File: src/rtl/ghr_checkpoint_ctrl.sv
// ghr_checkpoint_ctrl
//   Speculative global-history controller for the front-end branch predictor.
//   At fetch, each accepted conditional-branch prediction is shifted into the
//   speculative history. The pre-shift history is checkpointed in a circular
//   buffer slot named by the branch's tag. On a mispredict, the history is
//   rebuilt from that branch's checkpoint plus the resolved direction, and all
//   younger branches are discarded.
//
// Ports
//   clk          clock, all state updates on posedge
//   reset        asynchronous active-high reset, clears all state
//   PC           low PC bits of the fetch-stage instruction
//   predict      fetch holds a conditional branch this cycle
//   predTaken    predicted direction (1 = taken)
//   index        PHT index = specHistory ^ PC (combinational)
//   tagOut       checkpoint tag given to the fetch branch (= tail)
//   stall        a predict this cycle is not accepted
//   resolve      execute resolved the branch named by resolveTag
//   resolveTag   tag of the resolving branch
//   mispredict   qualifies resolve: the prediction was wrong
//   actualTaken  resolved direction
//   commit       the oldest in-flight branch retires
//   count        number of occupied checkpoints
module ghr_checkpoint_ctrl #(
  parameter int G_WIDTH = 7,
  parameter int DEPTH   = 4,
  parameter int PTR_W   = $clog2(DEPTH)
) (
  input  logic               clk,
  input  logic               reset,
  input  logic [G_WIDTH:0]   PC,
  input  logic               predict,
  input  logic               predTaken,
  output logic [G_WIDTH:0]   index,
  output logic [PTR_W-1:0]   tagOut,
  output logic               stall,
  input  logic               resolve,
  input  logic [PTR_W-1:0]   resolveTag,
  input  logic               mispredict,
  input  logic               actualTaken,
  input  logic               commit,
  output logic [PTR_W:0]     count
);

  localparam logic [0:0]     S_NORMAL  = 1'b0;
  localparam logic [0:0]     S_RECOVER = 1'b1;
  localparam logic [PTR_W:0] FULL_CNT  = (PTR_W+1)'(DEPTH);

  logic [G_WIDTH:0] r_hist;
  logic [G_WIDTH:0] r_ckpt [DEPTH];
  logic [PTR_W-1:0] r_head;
  logic [PTR_W-1:0] r_tail;
  logic [PTR_W:0]   r_count;
  logic [0:0]       r_state;

  logic [PTR_W-1:0] w_off;
  logic             w_tag_valid;
  logic             w_mispred;
  logic             w_accept;
  logic             w_commit;
  logic [G_WIDTH:0] w_restore;
  logic [PTR_W:0]   w_count_nxt;

  // Age of the resolving branch relative to the oldest in-flight one; the
  // subtraction wraps naturally because DEPTH is a power of two.
  assign w_off       = resolveTag - r_head;
  assign w_tag_valid = ((PTR_W+1)'(w_off) < r_count);
  assign w_mispred   = resolve & mispredict & w_tag_valid;

  assign stall    = (r_count == FULL_CNT) | (r_state == S_RECOVER);
  // A valid mispredict wins over a same-cycle predict; fetch will refetch.
  assign w_accept = predict & ~stall & ~w_mispred;
  assign w_commit = commit & (r_count != '0);

  assign w_restore = {r_ckpt[resolveTag][G_WIDTH-1:0], actualTaken};

  assign index  = r_hist ^ PC;
  assign tagOut = r_tail;
  assign count  = r_count;

  always_comb begin
    w_count_nxt = r_count;
    if (w_mispred) begin
      // Survivors are head..t inclusive, minus the one retiring this cycle.
      w_count_nxt = (PTR_W+1)'(w_off) + (PTR_W+1)'(1) - (PTR_W+1)'(w_commit);
    end else begin
      case ({w_accept, w_commit})
        2'b10:   w_count_nxt = r_count + (PTR_W+1)'(1);
        2'b01:   w_count_nxt = r_count - (PTR_W+1)'(1);
        default: w_count_nxt = r_count;
      endcase
    end
  end

  always_ff @(posedge clk or posedge reset) begin
    if (reset) begin
      r_hist  <= '0;
      r_head  <= '0;
      r_tail  <= '0;
      r_count <= '0;
      r_state <= S_NORMAL;
      for (int i = 0; i < DEPTH; i++) r_ckpt[i] <= '0;
    end else begin
      r_count <= w_count_nxt;
      // RECOVER lasts exactly one cycle unless another mispredict arrives.
      r_state <= w_mispred ? S_RECOVER : S_NORMAL;
      if (w_commit) r_head <= r_head + PTR_W'(1);
      if (w_mispred) begin
        r_hist <= w_restore;
        r_tail <= resolveTag + PTR_W'(1);
      end else if (w_accept) begin
        r_ckpt[r_tail] <= r_hist;
        r_hist         <= {r_hist[G_WIDTH-1:0], predTaken};
        r_tail         <= r_tail + PTR_W'(1);
      end
    end
  end

endmodule
File: config.mk
export PLATFORM = sky130hd
export DESIGN_NAME = ghr_checkpoint_ctrl
export DESIGN_NICKNAME = d
export VERILOG_FILES = /design/src/rtl/ghr_checkpoint_ctrl.sv
export SDC_FILE = /design/constraint.sdc
export NUM_CORES = 1
export LEC_CHECK = 0
export ABC_AREA = 1
export CAP_MARGIN = 20
export CORE_MARGIN = 10
export CORE_UTILIZATION = 54
export DETAILED_ROUTE_END_ITERATION = 8
export GPL_TIMING_DRIVEN = 0
export PLACE_DENSITY = 0.9
export RECOVER_POWER = 50
export SLEW_MARGIN = 30
export SYNTH_ARGS = -nofsm -noshare
export SYNTH_HDL_FRONTEND = slang
export SYNTH_SLANG_ARGS = --single-unit
File: constraint.sdc
create_clock -name clk -period 3.1 [get_ports clk]
set_clock_uncertainty 0.1 [all_clocks]
set_input_delay 0.775 -clock clk [delete_from_list [all_inputs] [get_ports clk]]
set_output_delay 0.775 -clock clk [all_outputs]
set_load 0.01 [all_outputs]
==> impl_metrics.ini <==
[synth]
synthTopCellsByArea = dfrtp_1 (47%), nand2_1 (11%), o21ai_1 (7.1%)
synth_warnings = 0
syn_area_um2 = 2330
synth_compound_area_share_pct = 15.5
synth_xor_xnor_area_share_pct = 4.88
syn_avg_cell_area_um2 = 8.77
netlist_top_cells_count = nand2_1 (69), dfrtp_1 (44), o21ai_1 (33), inv_1 (23), nand3_1 (18)
synth_cells = 266
async_flop_share_pct = 100
synth_seq_cells = 44
synth-simple-area-share_pct = 21.3
synth_top_family_by_area = simple AND/OR/NAND/NOR gates
syn_nets = 289
yosys-mux-area-fraction_pct = 0
synth_fa_ha_area_share_pct = 3.00
synth_cell_type_count = 27
yosysMostFrequentCell = nand2_1
yosysSeqAreaShare_pct = 47.2
synth-edff-count = 0
yosysTopAreaCellShare_pct = 47.2
synth_top_flop_cell = dfrtp_1
synth_area_leader_cell = dfrtp_1

[global_routing]
grt_antenna_before_repair = 0
grt_pass1_wl_um = 9760
grt_start_max_net_pins = 33
grt_overflow = 0
track_usage_pct = 16.3
grt_pass1_vias = 2034

[die]
die_y_um = 85.7
start_util_pct = 57.1
die_area_um2 = 7350
ios = 32
row_count = 23
die_width_um = 85.7
coreArea_um2 = 4090

[finish]
layout.nets = 335
finish.instance_area_um2 = 2960
diodes = 0
drive_gt1_share_pct = 16.9
areaGrowthSynthToFinish_pct = 26.7

[sta]
hold_slack_ns = 0.394
worst_pin_slew_ns = 0.776
slew_headroom_pct = 48.3
fin_crit_ns = 2.98
timing.fmax_mhz = 335
finalSetupTns_ns = 0
hold_violations = 0
slew_violations = 0
finalSetupViolations = 0
finalCritPeriodShare_pct = 96.3

[pwr]
leakage_nw = 1.36
p_sw_w = 0.00130
p_per_area_nw_per_um2 = 1040
intPower_w = 0.00176
switching_share_pct = 42.4
seqPwrFrac_pct = 33.6
vdd_drop_max_v = 0.000572
combPwrFrac_pct = 51.4
pwr-share-clk_pct = 15.0

[hold_path]
hold_path_class = reg2reg

[worst_setup_path]
cp-start-kind = input pin
crit_arrival_ns = 3.06
critPathKind = in2reg
crit_path_frequent_cell = nand2_1
crit_chain = buf_4, clkinvlp_4, ha_4, xnor2_2, xor2_1, inv_1, ha_4, a21oi_4, nand2_4, nand2_8, nand2_2, fa_2, xnor2_2, nand3_1, nand2_1, nand2_1, nand2_1, nand2_1
cp.required_ns = 3.18
end_kind = register
crit_path_max_incr_delay_ns = 0.41
worstPathMaxFanout = 5
slowest_stage = fa_2
worst_path_dominant_cell_family = adder cells
worst-path-buf-inv = 3

[route]
num_vias = 2089
ant_nets = 0
dr.pass1.iters = 5
vias_per_cell = 5.75
wl_um = 6200
drtIter0Drc = 210
drc_errors = 0
routedWlPerCell_um = 17.1

[cts]
htreeDepth = 2
cts.clk_slew.worst_paths_ns = 0.08
cts_buffers = 5
insertion_delay_ns = 0.30
clock-root-buffer = clkbuf_8
tritoncts = built
clk_path_buf_depth = 2
cts.sinks = 44

[placed_design]
hpwl_um = 4020
numPortBuffers = 31
placed_area_um2 = 2760
place.gp.congestion = 0.868

[job]
max-cap-violations = 0

[run_status]
status = finished clean
==> power groups by stage <==
stage	clock network, W	registers [W]	logic (W)
after global routing	0.000492	0.00105	0.00172
after floorplan	0	0.00100	0.000970
after CTS	0.000468	0.00102	0.00147
after detailed placement	0	0.00103	0.00141
after global placement	0	0.00102	0.00134
final	0.000461	0.00103	0.00157
==> final timing paths <==
check / start / cells after the start / slack [ns] / endpoint
min: r_ckpt[3] / 2 / 0.39 / r_ckpt[3]
max reg2reg: r_head[0] / 16 / 0.43 / count[2]
max: resolveTag[0] / 18 / 0.12 / count[2]
min in group asynchronous: reset / 2 / 0.85 / r_head[0]
max in group asynchronous: reset / 3 / 0.91 / r_ckpt[22]
min reg2reg: r_ckpt[3] / 2 / 0.39 / r_ckpt[3]
==> routing by layer <==
metal,vias to the layer above,share of wire [%],global-route usage (%)
li1,960,-,-
met3,22,7.4,3.97
met4,0,2.7,7.04
met2,116,49,27.7
met5,-,0,0
met1,991,41,19.0
==> repair_timing <==
item | 4_1_cts | 5_1_grt
hold buffers | 0 | 0
endpoints found under the hold margin | 0 | 0
buffers inserted | 2 | 5
pin swaps | 1 | 6
endpoints found under the setup margin | 41 | 2
cloned | 0 | 0
gates resized for setup | 7 | 5
==> kinds of logic (layout without fill, tap and decap cells) <==
family / Yosys count / count (layout)
compound gates: 64 / 64
simple gates: 100 / 100
flops: 44 / 44
xor+xnor: 13 / 13
buf+inv: 40 / 87
fa+ha+maj: 5 / 5
==> cells in the final DEF (no fill, tap or decap), drive strengths merged, types with 9 or more instances in the layout <==
cell type | netlist | layout
a21oi | 11 | 11
buf | 6 | 14
clkbuf | 3 | 10
clkdlybuf4s50 | 0 | 23
dfrtp | 44 | 44
inv | 31 | 30
nand2 | 74 | 74
nand3 | 22 | 22
o21ai | 45 | 45
xor2 | 9 | 9
==> worst register-to-register path, delay by kind of cell, from the launching register on <==
family                   cells  cell delay (ns)
AND/OR/NAND/NOR              8             0.58
buffers and inverters        1             0.10
adder cells (fa/ha/maj)      3             0.77
AO/OA/AOI/OAI                1             0.14
XOR/XNOR                     3             0.44
flip-flops                   1             0.44
==> sequential cells by signal (all words and copies together) (netlist names) <==
signal,cells
tagOut,2
r_ckpt,28
r_head,2
r_hist,8
count,3
r_state,1
==> metrics by stage <==
stage | total power, W | utilization [%] | instances | worst slack [ns]
final | 0.00306 | 72.4 | 363 | 0.116
after global routing | 0.00326 | 72.4 | 363 | -0.0234
after CTS | 0.00296 | 71.1 | 358 | 0.0336
after detailed placement | 0.00244 | 67.6 | 348 | -1.03
after global placement | 0.00236 | 67.1 | 347 | -0.954
after floorplan | 0.00197 | - | 266 | 0.00484
==> area by class of cell <==
type / instances / area (um^2)
Sequential cell: 44 / 1100
Tap cell: 50 / 62.6
Fill cell: 277 / 1130
Buffer: 9 / 68.8
Clock buffer: 6 / 82.6
Timing Repair Buffer: 39 / 364
Inverter: 31 / 125
Multi-Input combinational cell: 182 / 1110
Clock inverter: 2 / 38.8
Note: power is estimated with default switching activity, not from simulation.
